===== src/rtl/complex_acc_frame_if.sv =====
// Product-in / frame-sum-out stream bundle for complex_acc_frame.
// master drives products and takes sums; slave is the accumulator.
interface complex_acc_frame_if #(
   parameter int DATA_WIDTH = 8,
   parameter int FRAME_LEN  = 4,
   parameter int GUARD      = 4
);
   localparam int ACC_W = 2*DATA_WIDTH + GUARD;
   localparam int CNT_W = $clog2(FRAME_LEN+1);

   logic                    in_val;
   logic                    in_ready;
   logic [4*DATA_WIDTH-1:0] in_data;
   logic                    in_last;
   logic                    out_val;
   logic                    out_ready;
   logic [2*ACC_W-1:0]      out_data;
   logic [CNT_W-1:0]        out_count;

   modport master (
      output in_val, in_data, in_last, out_ready,
      input  in_ready, out_val, out_data, out_count
   );

   modport slave (
      input  in_val, in_data, in_last, out_ready,
      output in_ready, out_val, out_data, out_count
   );
endinterface


===== src/rtl/complex_acc_frame.sv =====
// Accumulates a stream of complex products into one widened complex sum per frame.
//
// state | meaning
// ACCUM | accepting products, adding them into acc_re/acc_im
// HOLD  | frame sum presented on out_data until the consumer takes it
module complex_acc_frame #(
   parameter int DATA_WIDTH = 8,
   parameter int FRAME_LEN  = 4,
   parameter int GUARD      = 4,
   parameter int CNT_W      = $clog2(FRAME_LEN+1)
) (
   input logic                 clk,
   input logic                 sw_rst,
   complex_acc_frame_if.slave  bus
);
   localparam int PW    = 2*DATA_WIDTH;
   localparam int ACC_W = PW + GUARD;

   typedef enum logic {ACCUM = 1'b0, HOLD = 1'b1} state_t;

   state_t               state;
   logic [ACC_W-1:0]     acc_re;
   logic [ACC_W-1:0]     acc_im;
   logic [CNT_W-1:0]     cnt;
   logic [2*ACC_W-1:0]   out_data_r;
   logic [CNT_W-1:0]     out_count_r;
   logic                 out_val_r;

   logic signed [PW-1:0] prod_re;
   logic signed [PW-1:0] prod_im;
   logic [ACC_W-1:0]     sum_re;
   logic [ACC_W-1:0]     sum_im;
   logic                 accept;
   logic                 close;

   assign bus.in_ready  = (state == ACCUM);
   assign bus.out_val   = out_val_r;
   assign bus.out_data  = out_data_r;
   assign bus.out_count = out_count_r;

   always_comb begin
      prod_re = bus.in_data[2*PW-1:PW];
      prod_im = bus.in_data[PW-1:0];
      // signed cast sign-extends each part into the guard bits
      sum_re  = acc_re + ACC_W'(prod_re);
      sum_im  = acc_im + ACC_W'(prod_im);
      accept  = bus.in_val && (state == ACCUM);
      close   = (cnt == CNT_W'(FRAME_LEN-1)) || bus.in_last;
   end

   always_ff @(posedge clk) begin
      if (sw_rst) begin
         state       <= ACCUM;
         acc_re      <= '0;
         acc_im      <= '0;
         cnt         <= '0;
         out_data_r  <= '0;
         out_count_r <= '0;
         out_val_r   <= 1'b0;
      end else begin
         case (state)
            ACCUM: begin
               if (accept) begin
                  if (close) begin
                     out_data_r  <= {sum_re, sum_im};
                     out_count_r <= cnt + CNT_W'(1);
                     out_val_r   <= 1'b1;
                     acc_re      <= '0;
                     acc_im      <= '0;
                     cnt         <= '0;
                     state       <= HOLD;
                  end else begin
                     acc_re <= sum_re;
                     acc_im <= sum_im;
                     cnt    <= cnt + CNT_W'(1);
                  end
               end
            end
            HOLD: begin
               if (bus.out_ready) begin
                  out_val_r <= 1'b0;
                  state     <= ACCUM;
               end
            end
            default: state <= ACCUM;
         endcase
      end
   end
endmodule


===== src/flat_wrapper.sv =====
// flat-port wrapper written by rule: the top's interface ports become plain ports
module complex_acc_frame_flat 
#(
   parameter int DATA_WIDTH = 8,
   parameter int FRAME_LEN  = 4,
   parameter int GUARD      = 4,
   parameter int CNT_W      = $clog2(FRAME_LEN+1)
)
  (clk, sw_rst, bus_in_val, bus_in_data, bus_in_last, bus_out_ready, bus_in_ready, bus_out_val, bus_out_data, bus_out_count);
  complex_acc_frame_if #(.DATA_WIDTH(DATA_WIDTH), .FRAME_LEN(FRAME_LEN), .GUARD(GUARD)) bus_i ();
  input logic clk;
  input logic sw_rst;
  input wire logic [$bits(bus_i.in_val)-1:0] bus_in_val;
  input wire logic [$bits(bus_i.in_data)-1:0] bus_in_data;
  input wire logic [$bits(bus_i.in_last)-1:0] bus_in_last;
  input wire logic [$bits(bus_i.out_ready)-1:0] bus_out_ready;
  output wire logic [$bits(bus_i.in_ready)-1:0] bus_in_ready;
  output wire logic [$bits(bus_i.out_val)-1:0] bus_out_val;
  output wire logic [$bits(bus_i.out_data)-1:0] bus_out_data;
  output wire logic [$bits(bus_i.out_count)-1:0] bus_out_count;
  assign bus_i.in_val = bus_in_val;
  assign bus_i.in_data = bus_in_data;
  assign bus_i.in_last = bus_in_last;
  assign bus_i.out_ready = bus_out_ready;
  assign bus_in_ready = bus_i.in_ready;
  assign bus_out_val = bus_i.out_val;
  assign bus_out_data = bus_i.out_data;
  assign bus_out_count = bus_i.out_count;
  complex_acc_frame #(.DATA_WIDTH(DATA_WIDTH), .FRAME_LEN(FRAME_LEN), .GUARD(GUARD), .CNT_W(CNT_W)) u_core (.clk(clk), .sw_rst(sw_rst), .bus(bus_i));
endmodule

===== config.mk =====
export PLATFORM = sky130hd
export DESIGN_NAME = complex_acc_frame_flat
export DESIGN_NICKNAME = d
export VERILOG_FILES = /design/src/rtl/complex_acc_frame_if.sv /design/src/rtl/complex_acc_frame.sv /design/src/flat_wrapper.sv
export SDC_FILE = /design/constraint.sdc
export NUM_CORES = 1
export LEC_CHECK = 0
export BUFFER_PORTS_ARGS = -buffer_cell sky130_fd_sc_hd__buf_2
export CORE_MARGIN = 2
export CORE_UTILIZATION = 46
export CTS_BUF_LIST = sky130_fd_sc_hd__clkbuf_8
export CTS_CLUSTER_DIAMETER = 100
export DETAILED_ROUTE_END_ITERATION = 7
export GPL_ROUTABILITY_DRIVEN = 0
export HOLD_SLACK_MARGIN = 0.05
export PLACE_DENSITY = 0.67
export RECOVER_POWER = 100
export SKIP_CTS_REPAIR_TIMING = 1
export SLEW_MARGIN = 20
export SYNTH_ARGS = -nofsm -noshare
export SYNTH_HDL_FRONTEND = slang
export SYNTH_SLANG_ARGS = --single-unit

===== constraint.sdc =====
create_clock -name clk -period 3.5 [get_ports clk]
set_input_delay 0.7 -clock clk [delete_from_list [all_inputs] [get_ports clk]]
set_output_delay 0.7 -clock clk [all_outputs]
set_load 0.03 [all_outputs]

==> run metrics, run 1 <==
via/cell ratio about 5.6; Max Clock Skew 0.0139 ns; fillers 1043; Yosys cell types 72; Post-synth EDFFs 0; Crit path depth 6; area share of the largest cell type after synthesis between 30% and 40%; Die Area roughly 12000 um2; Max Fanout on Critical Path 24; Max-Cap Viols 1; DRC viols 0; hold_sp u_core.bus.out_data[23]$_SDFFE_PP0P_; slowest CP cell o21ai_1; Avg Inst Size Synth approximately 8.6 um2; Syn Std Cell Area 4940 um2; placed wire-length estimate 8880 um; CP Launch Type flop; crit path from u_core.cnt[0]$_SDFFE_PP0P_; largest net degree at the start of global routing 33; drt wl/cell roughly 15 um; Final Cell Area about 5600 um2; clock root buffer clkbuf_8; fmax approximately 0.35 GHz; failing checks capacitance limit, slew limit; DR pass1 iterations 4; DRT iter0 DRCs 179; Tmin final around 2.9 ns; TritonCTS buffer count 9; Ys Warns 0; syn_nets about 650; most used flip-flop cell after synthesis dfxtp_1; clock latency on the worst-skew pair ~0.37 ns; I/O pin cnt slightly above 80; chip width 108 um; antenna diode count 0; worst r2r src u_core.cnt[0]$_SDFFE_PP0P_; I/O Buffers 81; instance count of the mapped netlist about 570; critical path capture point type flop; initial antenna violation count 0; Worst EP required approximately 3.8 ns; Post-DRT Antenna Nets 0; period utilization just over 80%; Seq/Total Area, Yosys ~36%; PD cells roughly 440 nW/um2; critical path class flop to flop; Final Routed Wirelength between 10000 and 15000 um; final hold violations 0; Overflow after GRT 0; Hold Path Depth 2; hold crit path type flop to flop; final worst slack approximately 0.64 ns; Total Routing Usage GR a little under a quarter; clock-pin slew on the worst setup and hold paths about 0.090 ns; worst slack, placed roughly 0.57 ns; CP cell instances ha_1 -> ha_1 -> o21ai_1 -> buf_4 -> nand2_1 -> a21oi_1; CTS Buffer Depth 2; most used cell, CP ha_1; Core Box Area 10400 um2; CTS tree done; DR vias between 4000 and 5000; top post-synthesis cells by area dfxtp_1 36%, ha_1 10%, nand2_1 5.7%; Multi-input gate area approximately 3000 um2; Crit path arrival time 3.16 ns; sequential cell area approximately 1800 um2; Initial Utilization 47.6%; worst vdd ir 0.189 mV; CP top delay family compound AO/OA/AOI/OAI gates; vias in the first global route ~4400; leading area contributor after synthesis dfxtp_1; Slowest Stage Delay on Critical Path approximately 1.3 ns; Std-Cell Rows 37; fin util around 54%; status finished, violations left; Max-slew headroom -17.5%; RSZ-0062 raised after global routing false; H-tree lvl count 3; DP Area between 5000 and 6000 um2; Lkg Pwr between 0.002 and 0.003 uW; Final #Nets 730; clk sink count 88; Worst-Margin Slew between 1.5 and 2 ns; reg2reg path depth 6; die height about 110 um; layout cells sized above 1 between 10% and 20%; max-slew violations 25; first-pass GRT wire length ~21000 um; TNS Setup 0 ns; ys async rst share 0%; Seq cells post-synth between 80 and 90; final setup fails 0; worst path bufs/invs 1; synth-to-layout area growth 13.3%
final timing paths:
path | endpoint | slack [ns]
max | u_core.bus.out_data[4]$_SDFFE_PP0P_ | 0.64
min | u_core.bus.out_data[23]$_SDFFE_PP0P_ | 0.46
max reg2reg | u_core.bus.out_data[4]$_SDFFE_PP0P_ | 0.64
min reg2reg | u_core.bus.out_data[23]$_SDFFE_PP0P_ | 0.46
worst reg2reg max path, stage by stage, from the launching register on:
cell and delay, ns:
dfxtp_1 0.35, ha_1 0.21, ha_1 0.21, o21ai_1 1.33, buf_4 0.45, nand2_1 0.09
a21oi_1 0.15
per-layer routing:
layer  share of wire [%]  vias up  global-route usage (%)  wire, um
li1                    -     2244                       -         -
met3                 4.5       21                    3.39       548
met4                 2.0        0                    10.8       248
met2                  46       92                    35.7      5570
met1                  48     2067                    29.9      5850
met5                   0        -                       0         0
through the flow:
step                      total power, uW  hold slack, ns  instances
final                                2460           0.458        792
after global routing                 2600           0.482        792
after CTS                            2500           0.459        792
after detailed placement             1710           0.447        776
after global placement               1690           0.440        776
after floorplan                      1550           0.429        573
cell usage in the layout (no fill, tap or decap), types with 2 or more instances in the layout:
cell type	count
a211oi_1	16
a21boi_0	2
a21o_1	30
a21oi_1	49
a221oi_1	2
a22o_1	18
a22oi_1	15
a41oi_1	2
and3_1	11
buf_2	34
buf_4	8
bufinv_16	2
clkbuf_1	50
clkbuf_8	10
clkinv_2	3
dfxtp_1	88
fa_1	2
ha_1	40
inv_1	7
nand2_1	75
nand2b_1	5
nand3_1	7
nand4_1	5
nor2_1	58
nor2b_1	2
nor3_1	8
nor3b_1	3
o2111ai_1	3
o211ai_1	2
o21a_1	8
o21ai_0	24
o21ai_1	3
o21bai_1	3
xnor2_1	15
xor2_1	13
cell usage after synthesis, drive strengths merged, types with 2 or more instances:
cell type,instances
nor2b,2
a221oi,2
o21bai,3
and4,2
a21oi,50
nand2b,5
nand3,7
nor2,58
ha,40
nand2,75
clkbuf,20
and3,13
a22oi,15
xnor2,15
o21ai,27
nand4,6
buf,5
nor3b,3
dfxtp,88
nor3,8
a21o,30
o21a,8
fa,2
and2,3
a211oi,16
a21boi,3
a22o,18
inv,8
o211ai,2
o2111ai,3
xor2,13
a41oi,2
sequential cells by signal, indices dropped and copies added (netlist names):
name and count:
u_core.cnt 3, u_core.acc_im 20, u_core.state 1, u_core.bus.out_data 40, u_core.bus.out_val 1, u_core.bus.out_count 3, u_core.acc_re 20
logic make-up (layout without fill, tap and decap cells):
logic type | after synthesis | in the layout | share of synthesized area [%]
adders and majority gates | 42 | 42 | 10.9
xor gates and xnor gates | 29 | 29 | 5.44
buffers and inverters | 33 | 116 | 2.79
and+or+nand+nor | 187 | 187 | 17.4
DFF | 88 | 88 | 35.7
muxes | 1 | 1 | 0.203
AOI/OAI and AO/OA | 193 | 193 | 27.5
layout make-up:
| type | instances | area share [%] |
|---|---|---|
| Sequential cell | 88 | 31.5 |
| Inverter | 8 | 0.536 |
| Tap cell | 136 | 3.04 |
| Timing Repair Buffer | 92 | 7.46 |
| Clock buffer | 10 | 2.46 |
| Clock inverter | 6 | 1.47 |
| Multi-Input combinational cell | 452 | 53.6 |
where the power goes:
part	internal, uW	switching, uW
clock network	418	377
registers	1060	35.8
logic	208	361
total	1690	774
Power figures use the tool's default switching activity.
==> run 2: changes to the inputs <==
==> constraint.sdc (replaced) <==
create_clock -name clk -period 2.9 [get_ports clk]
set_input_delay 0.58 -clock clk [delete_from_list [all_inputs] [get_ports clk]]
set_output_delay 0.58 -clock clk [all_outputs]
set_load 0.03 [all_outputs]
==> run 2 against run 1 <==
The run now ends clean. Final cell count fell by 0.13%. Sequential power rose by 21%. Global-route usage fell by 0.62 points. Final area rose by 0.18%. Clock skew fell by 0.0017 ns. Critical path type is now input pin to flop. Largest cell class unchanged.
==> run metrics, run 2 (synthesized netlist as in run 1, its figures left out) <==
status complete, no violations; H-tree lvl count 3; Final Routed Wirelength 12400 um; max reg flops 40; DRC viols 0; reg-to-reg endpoint u_core.acc_re[18]$_SDFFE_PP0P_; Comb power frac 23.1%; final setup fails 0; Reg2Reg Setup Slack about 0.37 ns; DR pass1 iterations 4; hold crit path type flop to flop; Power Total 2990 uW; die height approximately 110 um; Lkg Pwr approximately 0.0025 uW; TNS Setup 0 ns; DR vias 4451; Max-Cap Viols 0; first-pass GRT wire length between 20000 and 25000 um; switch share 31.8%; clock root buffer clkbuf_8; Tmin final 2.54 ns; Sw Pwr around 950 uW; hold_sp u_core.bus.out_val$_SDFFE_PP0P_; CTS Buffer Depth 2; I/O Buffers 81; post-route non-filler standard cell count between 700 and 800; initial antenna violation count 0; drt wl/cell roughly 16 um; Worst EP required approximately 3.2 ns; Total Routing Usage GR 21.9%; max-slew violations 0; Initial Utilization 47.6%; TritonCTS buffer count 9; worst r2r src u_core.acc_re[0]$_SDFFE_PP0P_; Max Clock Skew about 0.012 ns; Crit path arrival time 2.79 ns; clk sink count a little under 90; clock-pin slew on the worst setup and hold paths around 0.09 ns; reg2reg path depth 10; synth-to-layout area growth 13.5%; vias in the first global route approximately 4200; Seq pwr share 44.4%; Overflow after GRT 0; internal power 2040 uW; largest net degree at the start of global routing 40; final hold violations 0; commonest non-fill, non-tap cell in the layout dfxtp_1; clock share of power around a third; RSZ-0062 raised after global routing false; PD cells between 500 and 600 nW/um2; WHS Endpoint u_core.bus.out_val$_SDFFE_PP0P_; CTS tree done; critical path class input pin to flop; critical path capture point type flop; antenna diode count 0; most frequent cells in the layout 88 x dfxtp_1, 75 x nand2_1, 57 x nor2_1; Core Box Area 10400 um2; Max-slew headroom a little under a quarter; placed cells between 700 and 800; Final #Nets approximately 730; Worst-Margin Slew 1.16 ns; chip width 108 um; Die Area 11600 um2; Std-Cell Rows 37; Max Fanout on Critical Path 3; via/cell ratio roughly 5.6; clock latency on the worst-skew pair between 0.3 and 0.4 ns; Hold Path Depth 2; worst vdd ir ~0.44 mV; I/O pin cnt between 80 and 90; fmax around 0.39 GHz; placed wire-length estimate slightly below 9000 um; period utilization ~88%; CP Launch Type input pin; Post-DRT Antenna Nets 0; layout cells sized above 1 10.5%; DRT iter0 DRCs ~140
[run 2: worst max-delay path, cell delays in order]
cell,delay (ns)
buf_2,0.10
ha_1,0.21
inv_1,0.08
fa_1,0.20
nor2b_1,0.07
o31a_1,0.29
o2111ai_1,0.35
nand4b_1,0.14
a221oi_1,0.51
xor2_1,0.18
o21ai_0,0.08
[run 2: power groups by stage]
stage | logic, uW | registers [uW] | clock network [uW]
after global placement | 697 | 1350 | 0
after floorplan | 445 | 1430 | 0
final | 690 | 1330 | 971
after global routing | 767 | 1340 | 1030
after CTS | 712 | 1320 | 988
after detailed placement | 710 | 1350 | 0
[run 2: worst max path at each step]
stage | slack, ns | to | depth (start not counted) | start
after floorplan | 0.39 | u_core.acc_im[16]$_SDFFE_PP0P_ | 9 | bus_in_data[0]
after global placement | 0.16 | u_core.acc_im[16]$_SDFFE_PP0P_ | 10 | bus_in_data[0]
after detailed placement | 0.09 | u_core.acc_im[16]$_SDFFE_PP0P_ | 10 | bus_in_data[0]
after CTS | 0.48 | u_core.acc_im[16]$_SDFFE_PP0P_ | 9 | u_core.acc_im[0]$_SDFFE_PP0P_
after global routing | 0.21 | u_core.bus.out_data[11]$_SDFFE_PP0P_ | 8 | u_core.acc_im[1]$_SDFFE_PP0P_
final | 0.36 | u_core.acc_re[18]$_SDFFE_PP0P_ | 11 | bus_in_data[16]
[run 2: final cells by class]
class                   count  area, um2
fillers                  1048       4760
multi-input cells         452       3020
flip-flops and latches     88       1760
repair buffers             91        408
well taps                 136        170
clock buffers              10        138
clock inverters             6       83.8
inverters                   8       30.0
[run 2: stage by stage]
stage               hold WS [ns]  area (um2)  setup WS, ns  utilization, %
floorplan                  0.429        4940         0.392               -
global placement           0.440        5490         0.164            52.9
detailed placement         0.443        5490        0.0888            52.9
CTS                        0.456        5710         0.483            55.1
global route               0.478        5610         0.213            54.1
finish                     0.458        5610         0.356            54.1
[run 2: routing by layer]
| metal | part of all wire [%] | vias to the layer above | track usage, % |
|---|---|---|---|
| li1 | - | 2255 | - |
| met2 | 47 | 94 | 35.5 |
| met4 | 0.53 | 0 | 3.94 |
| met3 | 4.9 | 4 | 5.99 |
| met5 | 0 | - | 0 |
| met1 | 48 | 2098 | 29.5 |
